==> config.mk <==
export PLATFORM = sky130hd
export DESIGN_NAME = simple_processor_p
export DESIGN_NICKNAME = d
export VERILOG_FILES = /design/src/rtl/simple_processor_pkg.sv /design/src/rtl/simple_processor_alu.sv /design/src/rtl/simple_processor_p.sv
export SDC_FILE = /design/constraint.sdc
export NUM_CORES = 1
export LEC_CHECK = 0
export ABC_AREA = 1
export CORE_MARGIN = 5
export CORE_UTILIZATION = 54
export DETAILED_ROUTE_END_ITERATION = 10
export GPL_TIMING_DRIVEN = 1
export PLACE_DENSITY = 0.72
export SLEW_MARGIN = 25
export SYNTH_ARGS = -nofsm -noshare
export SYNTH_HDL_FRONTEND = slang
export SYNTH_SLANG_ARGS = --single-unit
==> constraint.sdc <==
create_clock -name Clock -period 7.4 [get_ports Clock]
set_input_delay 0.74 -clock Clock [delete_from_list [all_inputs] [get_ports Clock]]
set_output_delay 0.74 -clock Clock [all_outputs]
set_load 0.01 [all_outputs]
==> src/rtl/simple_processor_pkg.sv <==
// Shared encodings for the multi-cycle processor: opcodes, FSM states and
// the bus source select.
package simple_processor_pkg;

  localparam logic [2:0] OP_MV   = 3'b000;
  localparam logic [2:0] OP_ADD  = 3'b001;
  localparam logic [2:0] OP_SUB  = 3'b010;
  localparam logic [2:0] OP_MVI  = 3'b011;
  localparam logic [2:0] OP_AND  = 3'b100;
  localparam logic [2:0] OP_OR   = 3'b101;
  localparam logic [2:0] OP_XOR  = 3'b110;
  localparam logic [2:0] OP_MVNZ = 3'b111;

  typedef enum logic [1:0] {
    T0 = 2'd0,
    T1 = 2'd1,
    T2 = 2'd2,
    T3 = 2'd3
  } state_e;

  typedef enum logic [1:0] {
    BUS_DIN = 2'd0,
    BUS_RX  = 2'd1,
    BUS_RY  = 2'd2,
    BUS_G   = 2'd3
  } bus_sel_e;

  // True for opcodes that take the T1 -> T2 -> T3 ALU path.
  function automatic logic is_alu_op(input logic [2:0] op);
    return (op == OP_ADD) || (op == OP_SUB) || (op == OP_AND) ||
           (op == OP_OR)  || (op == OP_XOR);
  endfunction

endpackage

==> src/rtl/simple_processor_alu.sv <==
// Combinational ALU: add/sub with carry/borrow out, bitwise logic ops,
// zero flag on the truncated result.
module simple_processor_alu
  import simple_processor_pkg::*;
#(
  parameter int DATA_W = 9
) (
  input  logic [DATA_W-1:0] a,
  input  logic [DATA_W-1:0] b,
  input  logic [2:0]        op,
  output logic [DATA_W-1:0] result,
  output logic              z,
  output logic              c
);

  logic [DATA_W:0] ext;

  // The extra MSB carries the add carry-out, or the borrow on sub
  // (set exactly when a < b unsigned); logic ops leave it clear.
  always_comb begin
    ext = '0;
    case (op)
      OP_ADD:  ext = {1'b0, a} + {1'b0, b};
      OP_SUB:  ext = {1'b0, a} - {1'b0, b};
      OP_AND:  ext = {1'b0, a & b};
      OP_OR:   ext = {1'b0, a | b};
      OP_XOR:  ext = {1'b0, a ^ b};
      default: ext = {1'b0, b};
    endcase
  end

  assign result = ext[DATA_W-1:0];
  assign c      = ext[DATA_W];
  assign z      = (ext[DATA_W-1:0] == '0);

endmodule

==> src/rtl/simple_processor_p.sv <==
// Multi-cycle processor top: FSM, instruction register, register file,
// A/G operand registers and the shared Bus mux.
//
//   state | meaning
//   T0    | fetch: Bus = DIN, IR loads when Run is high
//   T1    | mv/mvnz/mvi write Rx and finish; ALU ops latch A <= Rx
//   T2    | G <= A op Ry, flags update
//   T3    | Rx <= G, finish
module simple_processor_p
  import simple_processor_pkg::*;
#(
  parameter int DATA_W = 9,
  parameter int REG_AW = 3
) (
  input  logic              Clock,
  input  logic              Reset,
  input  logic              Run,
  input  logic [DATA_W-1:0] DIN,
  output logic [DATA_W-1:0] Bus,
  output logic              Done,
  output logic [1:0]        Flags
);

  localparam int NREG = 2**REG_AW;

  state_e              state_q, state_d;
  logic [DATA_W-1:0]   ir_q, ir_d;
  logic [DATA_W-1:0]   a_q, a_d;
  logic [DATA_W-1:0]   g_q, g_d;
  logic [1:0]          flags_q, flags_d;
  logic [DATA_W-1:0]   regs_q [NREG];
  logic [DATA_W-1:0]   regs_d [NREG];

  logic [2:0]          opcode;
  logic [REG_AW-1:0]   rx;
  logic [REG_AW-1:0]   ry;
  bus_sel_e            bus_sel;
  logic [NREG-1:0]     reg_we;
  logic                done_raw;
  logic [DATA_W-1:0]   alu_result;
  logic                alu_z;
  logic                alu_c;

  // Instruction fields are MSB-aligned; any spare LSBs are ignored.
  assign opcode = ir_q[DATA_W-1 -: 3];
  assign rx     = ir_q[DATA_W-4 -: REG_AW];
  assign ry     = ir_q[DATA_W-4-REG_AW -: REG_AW];

  simple_processor_alu #(.DATA_W(DATA_W)) u_alu (
    .a      (a_q),
    .b      (Bus),
    .op     (opcode),
    .result (alu_result),
    .z      (alu_z),
    .c      (alu_c)
  );

  always_comb begin
    bus_sel = BUS_DIN;
    case (state_q)
      T0: bus_sel = BUS_DIN;
      T1: begin
        if (opcode == OP_MVI)                           bus_sel = BUS_DIN;
        else if (opcode == OP_MV || opcode == OP_MVNZ)  bus_sel = BUS_RY;
        else                                            bus_sel = BUS_RX;
      end
      T2: bus_sel = BUS_RY;
      T3: bus_sel = BUS_G;
      default: bus_sel = BUS_DIN;
    endcase
  end

  // DIN is gated during reset so the observed bus reads zero.
  always_comb begin
    Bus = '0;
    case (bus_sel)
      BUS_DIN: Bus = Reset ? '0 : DIN;
      BUS_RX:  Bus = regs_q[rx];
      BUS_RY:  Bus = regs_q[ry];
      BUS_G:   Bus = g_q;
      default: Bus = '0;
    endcase
  end

  always_comb begin
    state_d  = state_q;
    ir_d     = ir_q;
    a_d      = a_q;
    g_d      = g_q;
    flags_d  = flags_q;
    reg_we   = '0;
    done_raw = 1'b0;
    case (state_q)
      T0: begin
        if (Run) begin
          ir_d    = Bus;
          state_d = T1;
        end
      end
      T1: begin
        if (is_alu_op(opcode)) begin
          a_d     = Bus;
          state_d = T2;
        end else begin
          if (opcode != OP_MVNZ || g_q != '0) reg_we[rx] = 1'b1;
          done_raw = 1'b1;
          state_d  = T0;
        end
      end
      T2: begin
        g_d     = alu_result;
        flags_d = {alu_z, alu_c};
        state_d = T3;
      end
      T3: begin
        reg_we[rx] = 1'b1;
        done_raw   = 1'b1;
        state_d    = T0;
      end
      default: state_d = T0;
    endcase
  end

  // Every register write takes its value from the Bus of the finishing cycle.
  always_comb begin
    for (int i = 0; i < NREG; i++) begin
      regs_d[i] = regs_q[i];
      if (reg_we[i]) regs_d[i] = Bus;
    end
  end

  always_ff @(posedge Clock) begin
    if (Reset) begin
      state_q <= T0;
      ir_q    <= '0;
      a_q     <= '0;
      g_q     <= '0;
      flags_q <= '0;
      for (int i = 0; i < NREG; i++) regs_q[i] <= '0;
    end else begin
      state_q <= state_d;
      ir_q    <= ir_d;
      a_q     <= a_d;
      g_q     <= g_d;
      flags_q <= flags_d;
      for (int i = 0; i < NREG; i++) regs_q[i] <= regs_d[i];
    end
  end

  assign Done  = done_raw & ~Reset;
  assign Flags = flags_q;

endmodule

### Yosys cells after proc, flatten, opt, wreduce, memory -nomap -nowiden

Memories as Yosys holds them, arrays and structs flattened. A register that Yosys moved wholly into a read port is not among the register bits.
Index checks and enable logic that the tools add are counted.

| storage, ports and cells | value |
|---|---|
| bits of input ports | 12 |
| word-level logic and storage cells | 107 |
| output and inout port bits | 12 |
| memories kept | 1 |
| flip-flop bits (word level) | 31 |
| bits in writable memories | 72 |

| cells by class | value |
|---|---|
| reduce and logical (&&, ||, !) cells | 22 |
| equality and inequality tests | 23 |
| magnitude comparators | 2 |
| bitwise logic cells | 13 |
| $add $sub $neg | 2 |
| multiplexer cells | 39 |

Memory list:

| name | words | width | rd ports | clocked after memory_dff | wr ports | line | text |
|---|---|---|---|---|---|---|---|
| regs_q | 8 | 9 | 2 | 2 | 8 | simple_processor_p.sv:31 | `logic [DATA_W-1:0] regs_q [NREG];` |

Operators by type and width:

| operator | number |
|---|---|
| $mux 9 | 17 |
| $pmux 10 s5 | 1 |
| $pmux 9 s4 | 1 |
| $reduce_and 2->1 | 10 |
| $mux 8 | 2 |
| $pmux 2 s4 | 2 |
| $pmux 8 s2 | 1 |
| $eq 3x3->1 const B | 4 |
| $mux 3 | 4 |
| $add 9x9->10 | 1 |
| $sub 9x9->10 | 1 |
| $and 9x9->9 | 1 |
| $logic_not 9->1 | 1 |
| $or 9x9->9 | 1 |
| $reduce_bool 9->1 | 1 |
| $xor 9x9->9 | 1 |
| $eq 2x2->1 const B | 4 |
| $mux 2 | 4 |
| $ne 1x1->1 const B | 8 |
| $or 1x1->1 | 8 |
| $eq 3x2->1 const B | 2 |
| $logic_or 1x1->1 | 6 |
| $mux 1 | 5 |
| $eq 2x1->1 const B | 2 |
| 12 further kinds | 13 |

### Longest topological paths before layout

| depth | value |
|---|---|
| depth in word-level cells | 10 |
| mapped depth | 30 |
| gate-level depth less buffers | 29 |

### Cells and area by module

From an unflattened synthesis, not the netlist that was laid out.

| second synthesis, totals | value |
|---|---|
| cells, all modules | 1,016 |
| area total of the unflattened synthesis | 7,274.5 µm² |

By module, submodules not included:

| module | seq. area each (µm²) | area an instance (µm²) | cells an instance | times used |
|---|---|---|---|---|
| simple_processor_p | 2,902.8 | 5,799.3 | 759 | 1 |
| simple_processor_alu | 0.0 | 1,475.2 | 257 | 1 |

### Least setup slack after synthesis

No wires, ideal clock.

| timing | value |
|---|---|
| kind | register -> register |
| start | register with a tool-made name |
| end | register flags_q[1] (netlist: Flags[1]) |
| stages on the path, launching flop included | 27 |
| path buffers | 3 |
| data required time | 7.330 ns |
| arrival time | 3.601 ns |
| clock period less this slack | 3.671 ns |
| setup slack | 3.729 ns |
| cells stage by stage | dfxtp_1 buf_4 buf_4 buf_2 o21ai_0 o21ai_0 nand2_1 nand3_1 nand3_1 inv_1 ha_1 or2_2 xnor2_1 ha_1 nand2_1 nand2_1 o21bai_1 nand3_1 nand2_1 or2_2 nand3_1 nand2_1 nand2_1 nand3_1 nor2_1 nand3_1 a21oi_1 |

RTL lines:

| element | line | text |
|---|---|---|
| end signal, assigned | simple_processor_p.sv:145 | `flags_q <= flags_d;` |
| end, declared | simple_processor_p.sv:30 | `logic [1:0] flags_q, flags_d;` |

### Final worst setup path

| timing | value |
|---|---|
| start | input Reset |
| end | register flags_q[1] (netlist: Flags[1]) |

| on the way | value |
|---|---|
| word-level cells in the longest chain between the ends | 5 |
| elaborated cells between the ends (all ways) | 9 |

Ends and longest elaborated chain:

| element | line | text |
|---|---|---|
| start, declared | simple_processor_p.sv:16 | `input logic Reset,` |
| $mux 9 | simple_processor_p.sv:77 | `BUS_DIN: Bus = Reset ? '0 : DIN;` |
| $pmux 9 s4 | simple_processor_p.sv:76 | `case (bus_sel)` |
| $sub 9x9->10, or another cell as far along | simple_processor_alu.sv:24 | `OP_SUB: ext = {1'b0, a} - {1'b0, b};` |
| $pmux 10 s5 | simple_processor_alu.sv:22 | `case (op)` |
| $logic_not 9->1 | simple_processor_alu.sv:34 | `assign z = (ext[DATA_W-1:0] == '0);` |

Parallel ways exist; a longest one is shown, timed or not.
A chain may end at the register's enable or synchronous reset.

==> flow_summary.ini <==
[clock_network]
insertion_delay_ns = 0.36
cts_root_buf = clkbuf_16
cts_tree = done
clkTransAtPathRegs_ns = 0.06
cts_setup_buffers = 0
postCtsHoldBufs = 0
htree_levels = 3
cts.sinks = 109
cts_resized = 0
clock_path_buffers = 2
cts_buffers = 9

[die]
dieArea_sq_um = 14900
fp.dieW_um = 122
chipHeight_um = 122
core-area_sq_um = 12500
start_util_pct = 54.3
rows = 41
io_pins = 24

[yosys]
ys_types = 38
synth_edf_count = 72
synth_warnings = 0
seq_area_frac_synth_pct = 42.9
synthCells = 920
synth_most_common_cell = nand2_1
synth_top_area_share_pct = 31.9
yosys-top-cells-count = 295 x nand2_1, 110 x nor2_1, 86 x nand3_1
syn_area_sq_um = 6770
synthesis.nets = 961
synth_area_leaders = edfxtp_1 32%, nand2_1 16%, dfxtp_1 11%, nand3_1 6.4%, nor2_1 6.1%
synth_area_per_cell_sq_um = 7.36
ys.flop_type = edfxtp_1
async_flop_share_pct = 0
synth_top_area_cell = edfxtp_1
ys_ff_latch = 109

[layout]
area.growth.synth_to_final_pct = 8.32
seq_area_sq_um = 2900
post-route-cell-area_sq_um = 7330
multi_input_area_sq_um = 3300
layout-drive-gt1-share_pct = 5.60
num_antenna_cells = 0
fill_cells = 1174
finalNetCount = 966

[place]
dp_hpwl_mm = 13.8
placed_area_sq_um = 7070
port_buffers = 23
gp_congestion = 0.980

[setup_path]
path_delay_family = simple AND/OR/NAND/NOR gates
required_ns = 7.69
critPathKind = primary input to register
worst-path-max-fanout = 31
critPathLaunchType = primary input
endpoint_kind = register
arrival_ns = 5.21
crit_top_cell = nand2_1
slowest_stage = clkinv_1
slowest_delay_ns = 0.65
crit_buf_inv = 5

[drt]
firstDrtPassIters = 6
num_vias = 6204
drc = 0
ant_nets = 0
wirelength_mm = 19.7
drt_iter0_markers = 735
vias_per_cell = 5.63
wire_per_inst_um = 17.9

[pwr]
ir_drop_mv = 0.162
p_per_area_nw_per_um2 = 236
leakagePower_nw = 3.23

[grt]
grt.overflow.total = 0
antenna_found_initial = 0
grt_max_degree = 44
grt_pass1_wl_mm = 31.3
grt_pass1_vias = 5858
track_usage_pct = 27.7

[sta]
slew_headroom_pct = 36.9
skew_ns = 0.0149
slew_violations = 0
worst_slew_pin_slew_ns = 0.946
fmax_mhz = 203
fin_crit_sh_pct = 66.6
fin_setup_tns_ns = 0
setup_viol_count_final = 0
hold_viol_final = 0
rsz0062_at_grt = no
fin_crit_ns = 4.93

[outcome]
status = finished clean

[flow_run]
drv_cap = 0

[min_path]
hp-class = register to register
report_power, final:
part | switching, W | leakage (nW) | internal [W] | total [W]
clock network | 0.000222 | 0.125 | 0.000228 | 0.000450
logic | 0.000378 | 2.06 | 0.000178 | 0.000556
registers | 0.0000365 | 1.05 | 0.000691 | 0.000728
registers in the layout, indices dropped and copies added (netlist names), named ones only:
signal	cells
Flags	2
a_q	9
g_q	9
ir_q	9
regs_q	72
state_q	1
cells by family after synthesis:
| kind of cell | Yosys count | synth area share (%) |
|---|---|---|
| simple gates | 517 | 32.2 |
| buf+inv | 137 | 8.45 |
| compound gates | 121 | 10.1 |
| flops | 109 | 42.9 |
| fa+ha+maj | 29 | 5.47 |
| xor+xnor | 7 | 0.906 |
worst reg2reg max path, delay by kind of cell, from the launching register on:
family / cells / cell delay [ns]
DFF: 1 / 0.68
AOI/OAI and AO/OA: 5 / 0.72
adders and majority gates: 2 / 0.53
xor gates and xnor gates: 1 / 0.14
buffers and inverters: 4 / 1.01
and+or+nand+nor: 16 / 1.74
layer usage:
metal	vias up	GRT usage, %	routed length [um]
met4	0	9.66	455
met1	2864	39.1	8440
li1	2996	-	-
met2	309	42.7	8960
met5	-	0	0
met3	35	5.29	1860
stage by stage:
stage / total power [W] / hold WS (ns) / setup slack, ns / utilization (%) / cells
floorplan: 0.00112 / 0.451 / 3.73 / - / 920
global placement: 0.00128 / 0.456 / 2.26 / 56.7 / 1086
detailed placement: 0.00128 / 0.459 / 2.15 / 56.7 / 1086
CTS: 0.00172 / 0.468 / 2.51 / 58.8 / 1101
global route: 0.00183 / 0.506 / 1.93 / 58.8 / 1101
finish: 0.00173 / 0.467 / 2.47 / 58.8 / 1101
path summary, 6_finish.rpt:
path / startpoint / endpoint / slack (ns) / cells past startpoint
hold / removal: Flags[0] / Flags[0] / 0.47 / 2
setup reg to reg: register / Flags[1] / 2.53 / 28
hold reg to reg: Flags[0] / Flags[0] / 0.47 / 2
setup / recovery: Reset / Flags[1] / 2.47 / 26
cells in the final DEF (no fill, tap or decap), drive strengths merged:
cell / instances
o21bai: 1
buf: 5
dfxtp: 37
a221oi: 4
xnor2: 1
inv: 100
o2111ai: 1
clkdlybuf4s50: 23
nand2: 297
a21oi: 51
a31oi: 1
fa: 1
o21ai: 45
nand4: 2
a211oi: 5
nor3: 9
edfxtp: 72
a21o: 1
o211ai: 10
nand3: 91
or2: 3
o31ai: 2
clkbuf: 12
nor2: 113
clkinv: 6
nor4: 2
xor2: 6
ha: 28
layout make-up:
type,count,area share (%)
clock buffer,12,3.23
clock inverter,3,0.290
inverter,103,5.27
multi-input combinational,674,45.0
sequential,109,39.6
tap,172,2.94
timing repair buffer,28,3.65
Note: power is estimated with default switching activity, not from simulation.
